File: config.mk
export PLATFORM = sky130hd
export DESIGN_NAME = tmds_channel_decoder
export DESIGN_NICKNAME = d
export VERILOG_FILES = /design/src/rtl/tmds_channel_decoder.sv
export SDC_FILE = /design/constraint.sdc
export NUM_CORES = 1
export LEC_CHECK = 0
export BUFFER_PORTS_ARGS = -buffer_cell sky130_fd_sc_hd__buf_4
export CORE_MARGIN = 1
export CORE_UTILIZATION = 49
export CTS_BUF_LIST = sky130_fd_sc_hd__clkbuf_8
export DETAILED_ROUTE_END_ITERATION = 6
export PLACE_DENSITY = 0.7
export SYNTH_ARGS = -nofsm -noshare
export SYNTH_HDL_FRONTEND = slang
export SYNTH_SLANG_ARGS = --single-unit
export TNS_END_PERCENT = 30
File: constraint.sdc
create_clock -name pixel_clock -period 7.17 [get_ports pixel_clock]
set_input_delay 0.717 -clock pixel_clock [delete_from_list [all_inputs] [get_ports pixel_clock]]
set_output_delay 0.717 -clock pixel_clock [all_outputs]
set_load 0.02 [all_outputs]
File: src/rtl/tmds_channel_decoder.sv
// tmds_channel_decoder: TMDS receive channel with bitslip word alignment and 10b->8b/control decode
module tmds_channel_decoder #(
  parameter int TOKEN_RUN     = 8,
  parameter int SEARCH_WINDOW = 4096,
  parameter int SLIP_SETTLE   = 16,
  parameter int LOSS_WINDOW   = 8192
) (
  input  logic       pixel_clock,
  input  logic       reset,
  input  logic [9:0] tmds_word,
  output logic       bitslip,
  output logic       aligned,
  output logic [3:0] slip_count,
  output logic       de,
  output logic       c0,
  output logic       c1,
  output logic [7:0] data
);
  typedef enum logic [1:0] {SEARCH, SETTLE, LOCKED} state_t;
  state_t      state_q, state_d;
  logic [7:0]  run_q;
  logic [15:0] win_q;
  logic        bitslip_q, aligned_q, de_q;
  logic [3:0]  slip_count_q;
  logic [1:0]  c_q, tok_c;
  logic [7:0]  data_q, d, dec;
  logic        is_tok, run_ok, slip;
  always_comb begin
    is_tok = tmds_word == 10'h354 || tmds_word == 10'h0AB || tmds_word == 10'h154 || tmds_word == 10'h2AB;
    tok_c  = tmds_word == 10'h0AB ? 2'b01 : tmds_word == 10'h154 ? 2'b10 : tmds_word == 10'h2AB ? 2'b11 : 2'b00;
    d      = tmds_word[9] ? ~tmds_word[7:0] : tmds_word[7:0];
    dec    = {d[7:1] ^ d[6:0] ^ {7{~tmds_word[8]}}, d[0]};
    run_ok = state_q != SETTLE && is_tok && run_q == 8'(TOKEN_RUN - 1);
    slip   = state_q == SEARCH && !run_ok && win_q == 16'(SEARCH_WINDOW - 1);
    state_d = state_q;
    if (state_q == SEARCH)
      state_d = run_ok ? LOCKED : slip ? SETTLE : SEARCH;
    else if (state_q == SETTLE)
      state_d = win_q == 16'(SLIP_SETTLE - 1) ? SEARCH : SETTLE;
    else
      state_d = !run_ok && win_q == 16'(LOSS_WINDOW - 1) ? SEARCH : LOCKED;
  end
  always_ff @(posedge pixel_clock) begin
    if (reset) begin
      state_q      <= SEARCH;
      run_q        <= '0;
      win_q        <= '0;
      bitslip_q    <= 1'b0;
      aligned_q    <= 1'b0;
      slip_count_q <= '0;
      de_q         <= 1'b0;
      c_q          <= '0;
      data_q       <= '0;
    end else begin
      state_q      <= state_d;
      run_q        <= (state_q == SETTLE || slip || !is_tok) ? 8'd0 : run_q == 8'd255 ? run_q : run_q + 8'd1;
      win_q        <= (state_d != state_q || run_ok) ? 16'd0 : win_q + 16'd1;
      bitslip_q    <= slip;
      slip_count_q <= slip_count_q + {3'b000, slip};
      aligned_q    <= state_d == LOCKED;
      c_q          <= is_tok ? tok_c : c_q;
      // gate on the next state so de/data drop in step with aligned
      de_q         <= state_d == LOCKED && !is_tok;
      data_q       <= (state_d == LOCKED && !is_tok) ? dec : 8'd0;
    end
  end
  assign bitslip    = bitslip_q;
  assign aligned    = aligned_q;
  assign slip_count = slip_count_q;
  assign de         = de_q;
  assign c0         = c_q[0];
  assign c1         = c_q[1];
  assign data       = data_q;
endmodule

==> flow_summary.json, run 1 <==
{
  "outcome": "completed",
  "cp_max_fo": 7,
  "min_period_ps": 2600,
  "postCtsSetupRepairBufs": 0,
  "cts.sinks": 43,
  "rows": 22,
  "timing.hold.ws_ps": 460,
  "clk_latency_ps": 300,
  "dpl_worst_slack_ps": 4420,
  "crit_arrival_ps": 2790,
  "swShare_pct": 21.1,
  "final_cell_mix": "dfxtp_1 (43), nor2_1 (42), buf_4 (28), xnor2_1 (17), nand2_1 (14)",
  "area_growth_pct": 18.0,
  "wl_mm": 3.29,
  "worst_ir_drop_vdd_uv": 104,
  "hold_start": "c_q[0]",
  "ant_nets": 0,
  "synthArstFlopShare_pct": 0,
  "fin_cells": 289,
  "max_freq_ghz": 0.385,
  "grt_pass1_wl_mm": 5.57,
  "io_buffers": 28,
  "p_per_area_nw_per_um2": 191,
  "dp.cells": 281,
  "synth_top_area_share_pct": 45.1,
  "cts_buffers": 5,
  "ioPinCount": 29,
  "synth_area_per_cell_um2": 9.04,
  "yosysWarningCount": 0,
  "worstMarginPinSlew_ps": 581,
  "r2r-start": "win_q[0]",
  "power_frac_comb_pct": 5.5,
  "seqPwrFrac_pct": 56.2,
  "final_common_cell": "dfxtp_1",
  "syn-cell-area_um2": 1910,
  "wl_per_cell_um": 11.4,
  "synth.area.top_cells": "dfxtp_1 (45%), nor2_1 (8.3%), xnor2_1 (7.8%)",
  "startpoint_type": "register",
  "dieArea_um2": 4140,
  "drv_cap": 0,
  "grt-ovfl-total": 0,
  "critPathKind": "reg -> reg",
  "rsz0062_at_grt": "false",
  "hold_path_class": "reg -> reg",
  "die_h_um": 64.4,
  "drcViolationCount": 0,
  "first_iter_violations": 81,
  "synth_area_leader_cell": "dfxtp_1",
  "track_usage_pct": 17.5,
  "clk_pin_slew_ps": 80,
  "h-tree-depth": 2,
  "fin_nets": 256,
  "gp_routability_congestion": 0.739,
  "dr_total_vias": 1489,
  "post-route-period-util_pct": 36.3,
  "ys_ff_latch": 43,
  "die_w_um": 64.4,
  "critical_path.endpoint_type": "register",
  "hold_buffers": 0,
  "report.final.slew_viol_count": 0,
  "crit_start": "win_q[0]",
  "synth-main-ff-cell": "dfxtp_1",
  "grt_pass1_vias": 1302,
  "syn_nets": 227,
  "start_util_pct": 51.7,
  "dr.pass1.iters": 4,
  "p_clk_share_pct": 38.2,
  "finalPower_uw": 429,
  "internal_power_uw": 339,
  "hold_violations": 0,
  "grt_max_degree": 17,
  "power_leakage_uw": 0.000884,
  "cts_tree": "built",
  "power.switching_uw": 90.4,
  "syn_inst": 211,
  "layout_setup_ws_ps": 4570,
  "setup_tns_ps": 0,
  "finClkSkew_ps": 7.02,
  "cts-resized-gates": 0,
  "required_ps": 7360,
  "cts_buffer_depth": 2,
  "drive_gt1_share_pct": 17.8,
  "antenna_found_initial": 0,
  "vias_per_cell": 5.15,
  "diodes": 0,
  "setup_viol": 0,
  "dpl.hpwl_mm": 2.33,
  "fp.coreArea_um2": 3690,
  "ys_types": 41,
  "slew_headroom_pct": 60.7,
  "synth_edf_count": 0,
  "root_buffer": "clkbuf_8",
  "ys_seq_area_share_pct": 45.1
}
-- flip-flops by register name, summed over array words and instances, names as in the netlist --
signal / flops
run_q: 8
state_q: 2
aligned: 1
bitslip: 1
de: 1
data: 8
slip_count: 4
win_q: 16
c_q: 2
-- synth_stat cells (3+ instances only) --
cell type and number:
nand2_1 14, a21oi_1 7, nand3_1 9, xor2_1 11
nor2_1 42, clkbuf_1 5, nor3_1 3, nor2b_1 3
nor3_2 3, nand4_1 7, and3_1 5, dfxtp_1 43
xnor2_1 17, a31oi_1 4, inv_1 3, ha_1 4
nor4_1 3
-- worst max-delay path, stage by stage (launching register included) --
cell     delay, ps
dfxtp_1        370
ha_1           190
and3_1         310
nand4_1        250
nor4b_1        560
nand2_1        190
inv_1          100
ha_1           170
ha_1           220
nor2b_1        120
-- metrics by stage --
| step | cell area, um2 | utilization [%] |
|---|---|---|
| 2_1_floorplan | 1910 | - |
| 3_3_place_gp | 2150 | 58.3 |
| 3_5_place_dp | 2150 | 58.3 |
| 4_1_cts | 2250 | 61.0 |
| 5_1_grt | 2250 | 61.0 |
| 6_report | 2250 | 61.0 |
-- power groups by stage --
stage / Clock (uW) / Sequential, uW / Combinational (uW)
floorplan: 0 / 247 / 15.3
global placement: 0 / 247 / 23.7
detailed placement: 0 / 247 / 23.8
CTS: 168 / 241 / 23.9
global route: 179 / 241 / 26.3
finish: 164 / 241 / 23.7
-- cell type report --
class,count,area (um2)
fill,331,1440
multi-input combinational,158,1000
sequential,43,861
timing repair buffer,28,210
clock buffer,7,96.3
tap,48,60.1
inverter,4,15.0
clock inverter,1,3.75
-- cell families (layout without fill, tap and decap cells) --
kind of cell             after synthesis  after routing  share of synthesized area [%]
flip-flops                            43             43                           45.1
XOR/XNOR                              28             28                           12.9
buffers and inverters                 10             40                           2.17
adder cells (fa/ha/maj)                4              4                           2.62
multiplexers                           2              2                           1.05
AO/OA/AOI/OAI                         20             20                           7.74
AND/OR/NAND/NOR                      104            104                           28.4
-- routing by layer --
layer	global-route usage (%)	up-vias	share of wire (%)
li1	-	788	-
met1	20.8	656	48
met2	28.2	39	45
met3	5.71	6	5.1
met4	8.33	0	2.1
met5	0	-	0
-- worst paths after layout --
check,depth (start not counted),end,slack (ps)
setup / recovery,9,slip_count[1],4570
hold / removal,2,c_q[0],460
setup reg to reg,9,slip_count[1],4570
hold reg to reg,2,c_q[0],460
Note: power is estimated with default switching activity, not from simulation.
==> inputs of run 2 (changes only) <==
==> constraint.sdc (replaced) <==
create_clock -name pixel_clock -period 2.6 [get_ports pixel_clock]
set_input_delay 0.26 -clock pixel_clock [delete_from_list [all_inputs] [get_ports pixel_clock]]
set_output_delay 0.26 -clock pixel_clock [all_outputs]
set_load 0.02 [all_outputs]
==> flow_summary.json, run 2 (same netlist as run 1, synthesis figures left out) <==
{
  "outcome": "completed",
  "r2r-start": "run_q[7]",
  "wl_per_cell_um": 11.6,
  "hold_violations": 0,
  "drive_gt1_share_pct": 19.6,
  "track_usage_pct": 18.8,
  "cts.sinks": 43,
  "start_util_pct": 51.7,
  "die_w_um": 64.4,
  "wl_met3_um": 127,
  "dieArea_um2": 4140,
  "antenna_found_initial": 0,
  "dr.pass1.iters": 4,
  "critical_path.endpoint_type": "register",
  "ant_nets": 0,
  "timing.hold.ws_ps": 221,
  "crit_start": "run_q[7]",
  "max_freq_ghz": 0.412,
  "cts_buffers": 5,
  "dr_total_vias": 1536,
  "rsz0062_at_grt": "false",
  "required_ps": 2780,
  "fin_area_um2": 2280,
  "gp_routability_congestion": 0.816,
  "first_iter_violations": 88,
  "hold_buffers": 0,
  "cts_tree": "built",
  "io_buffers": 28,
  "grt_pass1_wl_mm": 6.09,
  "h-tree-depth": 2,
  "diodes": 0,
  "setup_viol": 0,
  "cts_buffer_depth": 2,
  "post-route-period-util_pct": 93.3,
  "rr_worst_depth": 8,
  "cp_max_fo": 7,
  "startpoint_type": "register",
  "hold_path_class": "in -> reg",
  "largest_reg_flops": 16,
  "worst_ir_drop_vdd_uv": 250,
  "routed.top_layer": "met4",
  "slew_headroom_pct": 70.4,
  "grt-ovfl-total": 0,
  "place_area_um2": 2180,
  "vias_per_cell": 5.24,
  "root_buffer": "clkbuf_8",
  "wl_mm": 3.40,
  "final_cell_mix": "dfxtp_1 (43), nor2_1 (42), buf_4 (32), xnor2_1 (17), nand2_1 (14)",
  "die_h_um": 64.4,
  "crit_arrival_ps": 2610,
  "setup_tns_ps": 0,
  "clk_latency_ps": 290,
  "fp.coreArea_um2": 3690,
  "holdPathStages": 3,
  "drt-met1-wl_mm": 1.64,
  "critPathKind": "reg -> reg",
  "fillers": 340,
  "met2WireLength_mm": 1.59,
  "ioPinCount": 29,
  "worstMarginPinSlew_ps": 439,
  "finalPower_uw": 1180,
  "area_growth_pct": 19.8,
  "final_core_util_pct": 61.9,
  "grt_pass1_vias": 1447,
  "fin_nets": 260,
  "regMostFlops": "win_q",
  "hold_start": "tmds_word[9]",
  "rows": 22,
  "multiInputGateArea_um2": 1010,
  "power_leakage_uw": 0.000900,
  "grt_max_degree": 17,
  "postCtsSetupRepairBufs": 0,
  "rrSetupSlack_ps": 180,
  "min_period_ps": 2420,
  "finClkSkew_ps": 6.44,
  "regArea_um2": 861,
  "report.final.slew_viol_count": 0,
  "clk_pin_slew_ps": 70,
  "cts-resized-gates": 0,
  "p_per_area_nw_per_um2": 518,
  "drv_cap": 0,
  "final_common_cell": "dfxtp_1",
  "drcViolationCount": 0,
  "dpl.hpwl_mm": 2.49
}
run 2: power breakdown:
| group | leakage (uW) | internal [uW] | total (uW) | switching (uW) |
|---|---|---|---|---|
| Combinational | 0.000498 | 34.8 | 66.3 | 31.6 |
| Clock | 0.0000557 | 238 | 450 | 212 |
| Sequential | 0.000347 | 662 | 666 | 3.43 |
| Total | 0.000900 | 935 | 1180 | 247 |
run 2: worst paths after layout:
check / end
setup / recovery: slip_count[1]
hold / removal: data[0]
setup reg to reg: slip_count[1]
hold reg to reg: win_q[0]
run 2: per-stage QoR:
stage | worst slack, ps | instances
detailed placement | 190 | 285
CTS | 158 | 293
global placement | 219 | 285
finish | 175 | 293
floorplan | 300 | 211
global route | 27.3 | 293
run 2: cell type report:
class	instances	share of cell area, %
Clock buffer	7	4.22
Clock inverter	1	0.164
Sequential cell	43	37.7
Tap cell	48	2.63
Inverter	4	0.658
Multi-Input combinational cell	158	44.1
Timing Repair Buffer	32	10.5
run 2: critical path, cell delays in order (launching register included):
cell and delay, ps:
dfxtp_1 370, or4_1 540, or3_4 360, a211o_1 310
nand2_1 120, inv_1 50, ha_1 190, ha_1 260
nor2b_1 130
run 2: layer usage:
metal / vias to the layer above / track usage [%]
met2: 30 / 31.3
met1: 704 / 23.0
met4: 0 / 6.67
met5: - / 0
li1: 796 / -
met3: 6 / 5.36
